### src/rtl/tt_um_asiclab_nibble_div.sv
// Sequential 4-bit restoring divider tile: Q = N / D, R = N % D, one quotient bit per clock.
// Define ASICLAB_DIV_COUNT_EN to add a 4-bit completion counter on uio_out[7:4].
module tt_um_asiclab_nibble_div (
    input  logic       clk,
    input  logic       reset,
    input  logic       ena,
    input  logic [7:0] ui_in,
    input  logic [7:0] uio_in,
    output logic [7:0] uo_out,
    output logic [7:0] uio_out,
    output logic [7:0] uio_oe
);

    typedef enum logic [1:0] {
        IDLE,
        RUN,
        DONE
    } state_t;

    state_t     state, state_next;
    logic [3:0] n_reg, d_reg, q_reg;
    logic [4:0] p_reg;
    logic [1:0] count;
    logic [7:0] result;
    logic       dz;
    logic       start, launch, finish, busy, done;
    logic [1:0] bit_idx;
    logic [4:0] p_shift, p_next;
    logic [3:0] q_next;
    logic       unused_ok;

    assign start     = uio_in[0];
    assign unused_ok = &{1'b0, ena, uio_in[7:1]};

    always_ff @(posedge clk) begin
        if (reset) state <= IDLE;
        else       state <= state_next;
    end

    always_comb begin
        state_next = state;
        launch     = 1'b0;
        finish     = 1'b0;
        case (state)
            IDLE: if (start) begin
                launch     = 1'b1;
                state_next = RUN;
            end
            RUN: if (count == 2'd3) begin
                finish     = 1'b1;
                state_next = DONE;
            end
            DONE: if (start) begin
                launch     = 1'b1;
                state_next = RUN;
            end
            default: state_next = IDLE;
        endcase
    end

    // One restoring step: shift in the next dividend bit (MSB first), subtract D when it fits.
    always_comb begin
        bit_idx = 2'd3 - count;
        p_shift = {p_reg[3:0], n_reg[bit_idx]};
        p_next  = p_shift;
        q_next  = q_reg;
        if (p_shift >= {1'b0, d_reg}) begin
            p_next  = p_shift - {1'b0, d_reg};
            q_next  = q_reg | (4'b0001 << bit_idx);
        end
    end

    always_ff @(posedge clk) begin
        if (reset) begin
            n_reg  <= '0;
            d_reg  <= '0;
            p_reg  <= '0;
            q_reg  <= '0;
            count  <= '0;
            result <= '0;
            dz     <= 1'b0;
        end else if (launch) begin
            n_reg <= ui_in[7:4];
            d_reg <= ui_in[3:0];
            p_reg <= '0;
            q_reg <= '0;
            count <= '0;
            dz    <= 1'b0;
        end else if (state == RUN) begin
            p_reg <= p_next;
            q_reg <= q_next;
            count <= count + 2'd1;
            if (finish) begin
                result <= {p_next[3:0], q_next};
                dz     <= (d_reg == 4'd0);
            end
        end
    end

    assign busy   = (state == RUN);
    assign done   = (state == DONE);
    assign uo_out = result;
    assign uio_oe = 8'hFE;

`ifdef ASICLAB_DIV_COUNT_EN
    logic [3:0] done_count;

    always_ff @(posedge clk) begin
        if (reset)       done_count <= '0;
        else if (finish) done_count <= done_count + 4'd1;
    end

    assign uio_out = {done_count, dz, done, busy, 1'b0};
`else
    assign uio_out = {4'b0000, dz, done, busy, 1'b0};
`endif

endmodule
### config.mk
export PLATFORM = sky130hd
export DESIGN_NAME = tt_um_asiclab_nibble_div
export DESIGN_NICKNAME = d
export VERILOG_FILES = /design/src/rtl/tt_um_asiclab_nibble_div.sv
export SDC_FILE = /design/constraint.sdc
export NUM_CORES = 1
export LEC_CHECK = 0
export CAP_MARGIN = 30
export CORE_ASPECT_RATIO = 2
export CORE_MARGIN = 5
export CORE_UTILIZATION = 50
export DETAILED_ROUTE_END_ITERATION = 12
export GPL_TIMING_DRIVEN = 0
export PLACE_DENSITY = 0.84
export SYNTH_ARGS = -nofsm -noshare
export SYNTH_HDL_FRONTEND = slang
export SYNTH_SLANG_ARGS = --single-unit
### constraint.sdc
create_clock -name clk -period 6.6 [get_ports clk]
set_input_delay 1.32 -clock clk [delete_from_list [all_inputs] [get_ports clk]]
set_output_delay 1.32 -clock clk [all_outputs]
set_load 0.02 [all_outputs]
; ---- After elaboration in Yosys (flattened, before gate mapping)
; Index checks and enable logic that the tools add are counted.
[word_totals]
regBits = 29
input_bits = 19
elab_cells = 39
output_inout_bits = 24
[classes]
shifts = 1
add_sub_neg = 3
reduce_logical = 7
eq_ne = 5
n_mux = 11
n_lt_le_gt_ge = 2
bitwise = 2
[ops]
columns = op, n
row1 = $mux W4, 2
row2 = $ge A5 B4 Y1, 1
row3 = $mux W1, 5
row4 = $eq A2 B2 Y1 const B, 2
row5 = $logic_not A4 Y1, 1
row6 = $mux W2, 2
row7 = $ne A2 B1 Y1 const B, 2
row8 = $or A4 B4 Y4, 1
row9 = $pmux W2 S2, 1
row10 = $reduce_and A2 Y1, 2
row11 = $reduce_or A2 Y1, 2
row12 = $shl A1 B2 Y4 const A, 1
row13 = $sub A4 B4 Y4, 1
row14 = $lt A2 B3 Y1 const B, 1
row15 = $reduce_and A3 Y1, 1
row16 = $add A2 B1 Y2 const B, 1
row17 = $bmux W1 S2, 1
row18 = $eq A2 B1 Y1 const B, 1
row19 = $logic_not A2 Y1, 1
row20 = $sub A2 B2 Y2 const A, 1
row21 = $not A1 Y1, 1

; ---- Logic depth before layout (Yosys ltp)
; Gate-level depths: netlist of run 1.
[depth]
word_depth = 5
ltp_mapped = 9
mapped_depth_nobuf = 9

; ---- Least setup slack after synthesis of run 1
; OpenSTA, ideal clock, no wires.
[synth_path]
kind = flip-flop to output port
start = register state[0]
end = output uio_out[1]
slack_ns = 4.312
required_ns = 5.280
n_path_buf = 3
arrival_ns = 0.968
stages_incl_launch_ff = 5
path_cell_list = dfxtp_1 -> nor2b_1 -> buf_2 -> buf_2 -> buf_4
[synth_between]
elab_chain_len = 1
[synth_lines]
columns = element, line
row1 = "start, declared", 20  ; state_t state, state_next;
row2 = "start signal, assigned", 37  ; else state <= state_next;
row3 = $eq A2 B1 Y1, 100  ; assign busy = (state == RUN);
row4 = "end, declared", 10  ; output logic [7:0] uio_out,
; Every way passes these cells.

; ---- Final worst setup path of run 1
; Same ends and word-level chain as after synthesis.

==> results of run 1 <==
==> synthesized netlist by cell type (all sizes together) <==
master,n
a31oi,3
nor3,6
a21oi,15
fa,1
conb,2
o32ai,1
mux4,1
ha,8
xnor2,2
buf,21
nand2,21
nor2,21
nand3,1
inv,8
nor2b,3
nor4,1
o21ai,6
a211oi,10
mux2,2
nand2b,5
a21o,1
dfxtp,29
mux2i,1
o2bb2ai,1
nand3b,1
clkbuf,4
and2,1
==> per-layer routing <==
layer | wire length, µm | vias to the layer above
met5 | 0 | -
met4 | 87 | 0
met3 | 190 | 8
met2 | 1650 | 33
met1 | 993 | 532
li1 | - | 641
==> power groups by stage <==
stage | Sequential (W) | Combinational, W | Clock (W)
floorplan | 0.000189 | 0.0000674 | 0
global placement | 0.000190 | 0.0000842 | 0
detailed placement | 0.000190 | 0.0000860 | 0
CTS | 0.000187 | 0.0000865 | 0.000163
global route | 0.000187 | 0.0000950 | 0.000170
finish | 0.000186 | 0.0000862 | 0.000159
==> area by class of cell <==
| type | instances | area, µm² | area share [%] |
|---|---|---|---|
| Multi-Input combinational cell | 125 | 758 | 40.3 |
| Sequential cell | 29 | 581 | 30.8 |
| Timing Repair Buffer | 21 | 210 | 11.2 |
| Buffer | 25 | 165 | 8.77 |
| Clock buffer | 7 | 96.3 | 5.12 |
| Tap cell | 30 | 37.5 | 1.99 |
| Inverter | 8 | 30.0 | 1.59 |
| Clock inverter | 1 | 5.00 | 0.266 |
==> logic make-up after synthesis <==
group,Yosys count
flops,29
simple gates,60
mux,4
buf+inv,33
fa+ha+maj,9
compound gates,37
other cells,2
xor+xnor,2
==> tightest hold or removal path, cell delays in order, from the launching register on <==
cell                      delay, ps
sky130_fd_sc_hd__dfxtp_1        310
sky130_fd_sc_hd__nand2_1         50
sky130_fd_sc_hd__a21oi_1         50
==> worst max-delay path by stage <==
| stage | startpoint | end | slack (ps) | cells after the start |
|---|---|---|---|---|
| 2_1_floorplan | state[0] | uio_out[1] | 4310 | 4 |
| 3_3_place_gp | state[0] | uio_out[1] | 3650 | 5 |
| 3_5_place_dp | state[0] | uio_out[1] | 3590 | 5 |
| 4_1_cts | state[0] | uio_out[1] | 3280 | 5 |
| 5_1_grt | state[0] | uio_out[1] | 3210 | 5 |
| 6_report | state[0] | uio_out[1] | 3310 | 5 |
==> through the flow <==
step                      setup slack (ps)  area (µm²)  total power, W  instances
final                                 3310        1880        0.000432        246
after floorplan                       4310        1530        0.000256        187
after detailed placement              3590        1780        0.000276        238
after CTS                             3280        1880        0.000436        246
after global placement                3650        1780        0.000274        238
after global routing                  3210        1880        0.000452        246
==> impl_metrics.toml, run 1 <==
[timing]
final.hold.worst_slack_ps = 452
max_clock_freq_mhz = 304
maximum_clock_skew_at_final_layout_ps = 3.84
finalSetupViolCount = 0
min_period_over_period_pct = 49.8
fin_tns_setup_ps = 0
final-max-slew-violation-count = 0
hold_viol_final = 0
finalWorstPathRequiredPeriod_ps = 3290
rsz_0062_raised_after_global_routing = "no"

[critical_path]
cp_top_family = "buffers and inverters"
critical-path-top-cell-by-count = "sky130_fd_sc_hd__buf_2"
critPathLaunchType = "flip-flop"
regToRegEndpoint = "p_reg[2]"
worst_path_largest_cell_delay_ps = 580
cp.arrival_ps = 1970
rr_worst_depth = 9
worst_setup_path_end_kind = "primary output"
worst-path-max-fanout = 10
path_class = "flip-flop to primary output"
cp_slowest_cell = "sky130_fd_sc_hd__clkdlybuf4s50_1"
critical_path_required_ps = 5280
rrSetupSlack_ps = 4060
crit_chain = "nor2b_1 > buf_2 > buf_2 > buf_4 > clkdlybuf4s50_1"
path_buf_inv = 4
r2r_start = "count[0]"

[cells_and_area]
filler_cell_count = 259
utilization_pct = 64.8
layout_common_cells = "sky130_fd_sc_hd__dfxtp_1, sky130_fd_sc_hd__nor2_1, sky130_fd_sc_hd__nand2_1, sky130_fd_sc_hd__clkdlybuf4s50_1, sky130_fd_sc_hd__buf_4"
drive_gt1_share_pct = 17.1
diodes = 0
area_growth_pct = 26.2
largest_reg_flops = 8
mostFrequentLayoutCell = "sky130_fd_sc_hd__dfxtp_1"
finish.net_count = 243

[clock_network]
cts_tree = "done"
post_cts_buffers = 0
postCtsHoldBufs = 0
path_clk_slew_ps = 60
cts.sinks = 29
cts-root-buf = "sky130_fd_sc_hd__clkbuf_8"
largest_buffer_count_on_any_clock_path = 2
numCtsBuffers = 5
latest_clock_arrival_within_the_worst_skew_pair_ps = 280
ctsHtreeMaxLevel = 2
cts_resized = 0

[power]
switching_power_of_the_nets_w = 0.000117
power.internal_w = 0.000315
power_frac_comb_pct = 20.0
cellLeakagePower_nw = 0.762
power_frac_seq_pct = 43.2
irDropWorstVdd_mv = 0.170
clock_power_share_pct = 36.9
share_of_total_power_consumed_by_net_switching_pct = 27.1
power-per-cell-area_nw_per_um2 = 229

[global_routing]
grt_use_met3_pct = 4.46
grt.overflow.total = 0
grt_pass1_vias = 1217
globalRouteMet2Util_pct = 29.4
antenna_found_initial = 0
grt_start_max_net_pins = 11
grtUsageTotal_pct = 15.0
grt_most_used_layer = "met2"
grt_first_pass_wirelength_um = 4940
gr-usage-met1_pct = 12.1

[floorplan]
dieWidth_um = 48.6
design.portCount = 43
floorplan.initialDensity_pct = 51.3
placement_rows = 28
die-height_um = 87.3
die_area_um2 = 4240
floorplan.core_area_um2 = 2910

[synthesis]
synth.lib_cells_used.distinct = 32
synth_compound_gate_area_share_pct = 16.3
yosys_register_bits = 29
yosys_warnings = 0
synth-adder-area-share_pct = 8.05
syn_area_um2 = 1490
synth.top_cells.by_area = "sky130_fd_sc_hd__dfxtp_1, sky130_fd_sc_hd__buf_4, sky130_fd_sc_hd__ha_1"
synth_largest_type_area_fraction_pct = 38.9
postSynthAreaPerCell_um2 = 8.48
post-synth-top-area-cell = "sky130_fd_sc_hd__dfxtp_1"
post_synth_xor_area_fraction_pct = 1.17
synth.mux.area_fraction_pct = 3.94
synth_sequential_area_ratio_pct = 38.9
synth_simple_gate_area_share_pct = 18.1
synth_top_family_by_area = "simple AND/OR/NAND/NOR gates"
post_synth_inst_count = 176

[run_status]
outcome = "finished, final reports clean"

[worst_hold_path]
timing.hold.worst_endpoint = "dz"
worstHoldPathCells = 2
hold_path_class = "flip-flop to flip-flop"
hp-start = "dz"

[detailed_routing]
route.detailed.drc = 0
first_iter_violations = 22
detailroute.via_count = 1214
postRouteWirelength_um = 2920
avgRoutedWirePerCell_um = 11.9
drt_first_pass_iters = 4
ant_nets = 0
post_drt_via_cell_ratio = 4.93

[placed_design]
numPortBuffers = 21
detailed_place_hpwl_um = 2300
routabilityCongestion = 0.785

[flow_run]
maxCapViolations = 0
Power figures use the tool's default switching activity.
==> inputs of run 2 (changes only) <==
CORE_UTILIZATION = 47   (was 50)
PLACE_DENSITY = 0.8   (was 0.84)
clock period = 3.05 ns   (was 6.6 ns; I/O delays follow)
==> run 2 against run 1 <==
  * Critical path depth up 4
  * Non-clock buffer count unchanged
  * Count of clock-buffer cells in the layout unchanged
  * Clock skew up 3.7 ps
  * Sequential cell count unchanged
  * Design area down 0.73%
  * Power up 110%
  * Clock power up 96%
  * Largest power group unchanged
  * Highest routed layer unchanged
==> impl_metrics.toml, run 2 (synthesis results as in run 1) <==
[run_status]
outcome = "finished, final reports clean"

[clock_network]
cts_resized = 0
latest_clock_arrival_within_the_worst_skew_pair_ps = 280
largest_buffer_count_on_any_clock_path = 2
postCtsHoldBufs = 0
numCtsBuffers = 5
path_clk_slew_ps = 60
cts_tree = "done"
ctsHtreeMaxLevel = 2
post_cts_buffers = 0
cts-root-buf = "sky130_fd_sc_hd__clkbuf_8"
cts.sinks = 29

[cells_and_area]
mostFrequentLayoutCell = "sky130_fd_sc_hd__dfxtp_1"
finish.net_count = 243
largest_reg_flops = 8
area_growth_pct = 25.2
diodes = 0
layout_common_cells = "sky130_fd_sc_hd__dfxtp_1, sky130_fd_sc_hd__nor2_1, sky130_fd_sc_hd__nand2_1, sky130_fd_sc_hd__clkdlybuf4s50_1, sky130_fd_sc_hd__buf_4"
finalNonFillerCells = 246
drive_gt1_share_pct = 16.3

[global_routing]
gr-usage-met1_pct = 11.0
grt_first_pass_wirelength_um = 5000
grtUsageTotal_pct = 14.4
globalRouteMet2Util_pct = 27.9
grt_start_max_net_pins = 11
grt_use_met3_pct = 4.64
grt.overflow.total = 0
grt_most_used_layer = "met2"
grt_pass1_vias = 1206
antenna_found_initial = 0

[power]
power-per-cell-area_nw_per_um2 = 484
share_of_total_power_consumed_by_net_switching_pct = 27.4
power.internal_w = 0.000656
clock_power_share_pct = 34.4
power_frac_comb_pct = 20.9
cellLeakagePower_nw = 0.752
power_w = 0.000904
switching_power_of_the_nets_w = 0.000247
power_frac_seq_pct = 44.7
irDropWorstVdd_mv = 0.365

[floorplan]
floorplan.initialDensity_pct = 47.8
placement_rows = 29
die-height_um = 89.7
floorplan.core_area_um2 = 3120
design.portCount = 43
dieWidth_um = 49.9
die_area_um2 = 4470

[critical_path]
worst_setup_path_startpoint = "count[0]"
cp_slowest_cell = "sky130_fd_sc_hd__mux4_2"
worst-path-max-fanout = 5
path_class = "flip-flop to flip-flop"
path_buf_inv = 2
cp.arrival_ps = 2760
critical_path_required_ps = 3240
crit_chain = "mux4_2 > inv_1 > ha_1 > inv_1 > fa_1 > o21ai_0 > o21ai_0 > o2bb2ai_1 > a211oi_1"
crit_cells = 9
cp-endpoint = "uo_out[6]"
rr_worst_depth = 9
regToRegEndpoint = "uo_out[6]"
rrSetupSlack_ps = 470
cp_top_family = "compound AO/OA/AOI/OAI gates"
worst_path_largest_cell_delay_ps = 520
worst_setup_path_end_kind = "flip-flop"
r2r_start = "count[0]"
critPathLaunchType = "flip-flop"

[timing]
hold_viol_final = 0
final-max-slew-violation-count = 0
final.hold.worst_slack_ps = 458
min_period_over_period_pct = 84.4
max_clock_freq_mhz = 388
finalSetupViolCount = 0
rsz_0062_raised_after_global_routing = "no"
post-route-worst-setup-slack_ps = 475
fin_tns_setup_ps = 0
maximum_clock_skew_at_final_layout_ps = 7.52
finalWorstPathRequiredPeriod_ps = 2580

[flow_run]
maxCapViolations = 0

[placed_design]
routabilityCongestion = 0.774
detailed_place_hpwl_um = 2340
placed_cells = 239
detailedPlace.worstSlack_ps = 497
numPortBuffers = 21

[detailed_routing]
ant_nets = 0
detailroute.via_count = 1247
avgRoutedWirePerCell_um = 12.3
first_iter_violations = 13
post_drt_via_cell_ratio = 5.07
route.detailed.drc = 0
drt_first_pass_iters = 3
postRouteWirelength_um = 3020

[worst_hold_path]
worstHoldPathCells = 2
hold_path_class = "flip-flop to flip-flop"
[run 2: worst min-delay path by stage]
stage,from,to,slack (ps)
after floorplan,dz,dz,430
after global placement,n_reg[1],n_reg[1],440
after detailed placement,n_reg[1],n_reg[1],450
after CTS,n_reg[1],n_reg[1],460
after global routing,n_reg[1],n_reg[1],480
final,dz,dz,460
[run 2: stage by stage]
| step | instance area, µm² | utilization (%) |
|---|---|---|
| floorplan | 1530 | - |
| global placement | 1780 | 57.1 |
| detailed placement | 1780 | 57.1 |
| CTS | 1870 | 59.9 |
| global route | 1870 | 59.9 |
| finish | 1870 | 59.9 |
[run 2: area by class of cell]
cell class / count / area [µm²]
timing repair buffer: 21 / 210
tap: 31 / 38.8
fill: 295 / 1250
buffer: 25 / 165
inverter: 8 / 30.0
sequential: 29 / 581
multi-input combinational: 125 / 758
clock buffer: 7 / 86.3
[run 2: layer usage]
layer | up-vias | part of all wire, %
met3 | 6 | 6.8
met4 | 0 | 2.8
li1 | 637 | -
met2 | 35 | 57
met1 | 569 | 33
met5 | - | 0
[run 2: power groups by stage]
stage	Combinational, W	Sequential (W)	Clock [W]
floorplan	0.000146	0.000409	0
global placement	0.000183	0.000411	0
detailed placement	0.000188	0.000412	0
CTS	0.000189	0.000404	0.000321
global route	0.000208	0.000405	0.000337
finish	0.000189	0.000404	0.000311
[run 2: worst min-delay path: stages (launching register included)]
cell and delay [ps]:
sky130_fd_sc_hd__dfxtp_1 310, sky130_fd_sc_hd__nand2_1 50, sky130_fd_sc_hd__a21oi_1 50
==> inputs of run 3 (changes only) <==
CORE_UTILIZATION = 42   (was 47)
PLACE_DENSITY = 0.76   (was 0.8)
clock period = 2.1 ns   (was 3.05 ns; I/O delays follow)
==> run 3 against run 2 <==
  * The flow now finishes with violations (setup timing)
  * Sequential power increased by 45%
  * Via count decreased by 0.64%
  * Worst hold slack got worse by 4.5 ps
  * Clock power increased by 38%
  * Die area increased by 10%
  * Non-clock buffer count increased by 5
  * Power increased by 48%
  * Register-to-register slack got worse by 640 ps
  * Utilization decreased by 1.6 points
  * Critical endpoint is now p_reg[1]
  * Largest cell class unchanged
  * Largest power group unchanged
==> impl_metrics.toml, run 3 (synthesis results as in run 1) <==
[run_status]
outcome = "finished with violations"
violations = "setup timing"

[global_routing]
antenna_found_initial = 0
grt_first_pass_wirelength_um = 4980
grt.overflow.total = 0
grt_start_max_net_pins = 11
grtUsageTotal_pct = 13.9
grt_pass1_vias = 1169

[placed_design]
routabilityCongestion = 0.812
detailed_place_hpwl_um = 2310
numPortBuffers = 21
dpl-instance-area_um2 = 1830

[power]
cellLeakagePower_nw = 0.781
irDropWorstVdd_mv = 0.420
power-per-cell-area_nw_per_um2 = 674
power_w = 0.00134

[detailed_routing]
detailroute.via_count = 1239
drt_first_pass_iters = 4
post_drt_via_cell_ratio = 4.61
postRouteWirelength_um = 3050
ant_nets = 0
first_iter_violations = 18
avgRoutedWirePerCell_um = 11.3
route.detailed.drc = 0

[critical_path]
worst-path-max-fanout = 10
critical_path_required_ps = 2300
worst_path_largest_cell_delay_ps = 490
regToRegEndpoint = "p_reg[1]"
path_buf_inv = 2
path_class = "flip-flop to flip-flop"
r2r_start = "count[0]"
cp_slowest_cell = "sky130_fd_sc_hd__mux4_2"
crit_chain = "mux4_2 > inv_2 > ha_4 > nand2b_4 > a211oi_4 > o21ai_2 > buf_6 > mux2i_2 > a211oi_1"
cp.arrival_ps = 2470
rrSetupSlack_ps = -170
worst_setup_path_end_kind = "flip-flop"
critPathLaunchType = "flip-flop"
rr_worst_depth = 9
cp_top_family = "multiplexers"

[cells_and_area]
largest_reg_flops = 8
area_growth_pct = 33.4
filler_cell_count = 332
drive_gt1_share_pct = 21.3
finish.net_count = 248
diodes = 0
layout_common_cells = "sky130_fd_sc_hd__dfxtp_1, sky130_fd_sc_hd__buf_4, sky130_fd_sc_hd__nor2_1, sky130_fd_sc_hd__nand2_1, sky130_fd_sc_hd__clkdlybuf4s50_1"
design_area_um2 = 1990
mostFrequentLayoutCell = "sky130_fd_sc_hd__dfxtp_1"

[floorplan]
placement_rows = 30
floorplan.initialDensity_pct = 43.7
dieWidth_um = 52.2
die-height_um = 94.3
floorplan.core_area_um2 = 3420
die_area_um2 = 4920
design.portCount = 43

[clock_network]
latest_clock_arrival_within_the_worst_skew_pair_ps = 280
path_clk_slew_ps = 60
cts_tree = "done"
cts-root-buf = "sky130_fd_sc_hd__clkbuf_8"
numCtsBuffers = 5
largest_buffer_count_on_any_clock_path = 2
ctsHtreeMaxLevel = 2
cts.sinks = 29

[timing]
maximum_clock_skew_at_final_layout_ps = 3.54
max_clock_freq_mhz = 441
finalWorstPathRequiredPeriod_ps = 2270
final-max-slew-violation-count = 0
rsz_0062_raised_after_global_routing = "yes"
finalSetupViolCount = 13
min_period_over_period_pct = 108
hold_viol_final = 0
post-route-worst-setup-slack_ps = -168
fin_tns_setup_ps = -1370

[worst_hold_path]
timing.hold.worst_endpoint = "dz"
hold_path_class = "flip-flop to flip-flop"
hp-start = "dz"
worstHoldPathCells = 2

[flow_run]
maxCapViolations = 0
run 3: cell count changes in the layout (fill, tap and decap cells not counted), sizes merged:
cell           delta
buf               +4
clkdlybuf4s50     -1
dlygate4sd2       +1
clkbuf            +2
run 3: final cells by class:
type / instances / area (µm²) / area share, %
Multi-Input combinational cell: 125 / 812 / 40.8
Tap cell: 48 / 60.1 / 3.02
Timing Repair Buffer: 26 / 246 / 12.4
Clock buffer: 8 / 80.1 / 4.02
Inverter: 8 / 30.0 / 1.51
Buffer: 25 / 178 / 8.93
Sequential cell: 29 / 584 / 29.4
run 3: where the power goes:
part           internal (W)  switching, W
Combinational      0.000158      0.000168
Sequential         0.000570     0.0000156
Clock              0.000234      0.000196
run 3: metal layers:
layer  vias to the layer above  track usage (%)  part of all wire, %
met2                        35             25.9                   55
met4                         0             7.46                  3.4
li1                        649                -                    -
met5                         -                0                    0
met3                         8             5.41                  5.9
met1                       547             12.1                   35
run 3: worst max-delay path by stage:
stage	from	endpoint	slack, ps	cells past startpoint
finish	count[0]	p_reg[1]	-170	9
CTS	count[0]	p_reg[1]	-170	9
floorplan	count[0]	uo_out[1]	-8	9
detailed placement	count[0]	uo_out[3]	-190	9
global route	count[0]	uo_out[3]	-250	9
global placement	count[0]	p_reg[1]	-150	9
run 3: what timing repair did:
item | CTS | global route
resized for setup | 6 | 6
buffers inserted | 4 | 1
hold buffers | 0 | 0
pin swaps | 2 | 0
setup endpoints to repair | 17 | 17
run 3: worst min-delay path, stage by stage, from the launching register on:
cell and delay, ps:
sky130_fd_sc_hd__dfxtp_1 310, sky130_fd_sc_hd__nand2_1 50, sky130_fd_sc_hd__a21oi_1 50
run 3: metrics by stage:
stage	util (%)	setup WS (ps)	hold WS, ps	instances
after floorplan	-	-8.14	432	187
after global placement	53.5	-147	442	256
after detailed placement	53.5	-187	449	256
after CTS	57.3	-166	457	268
after global routing	58.3	-251	486	269
final	58.3	-168	453	269
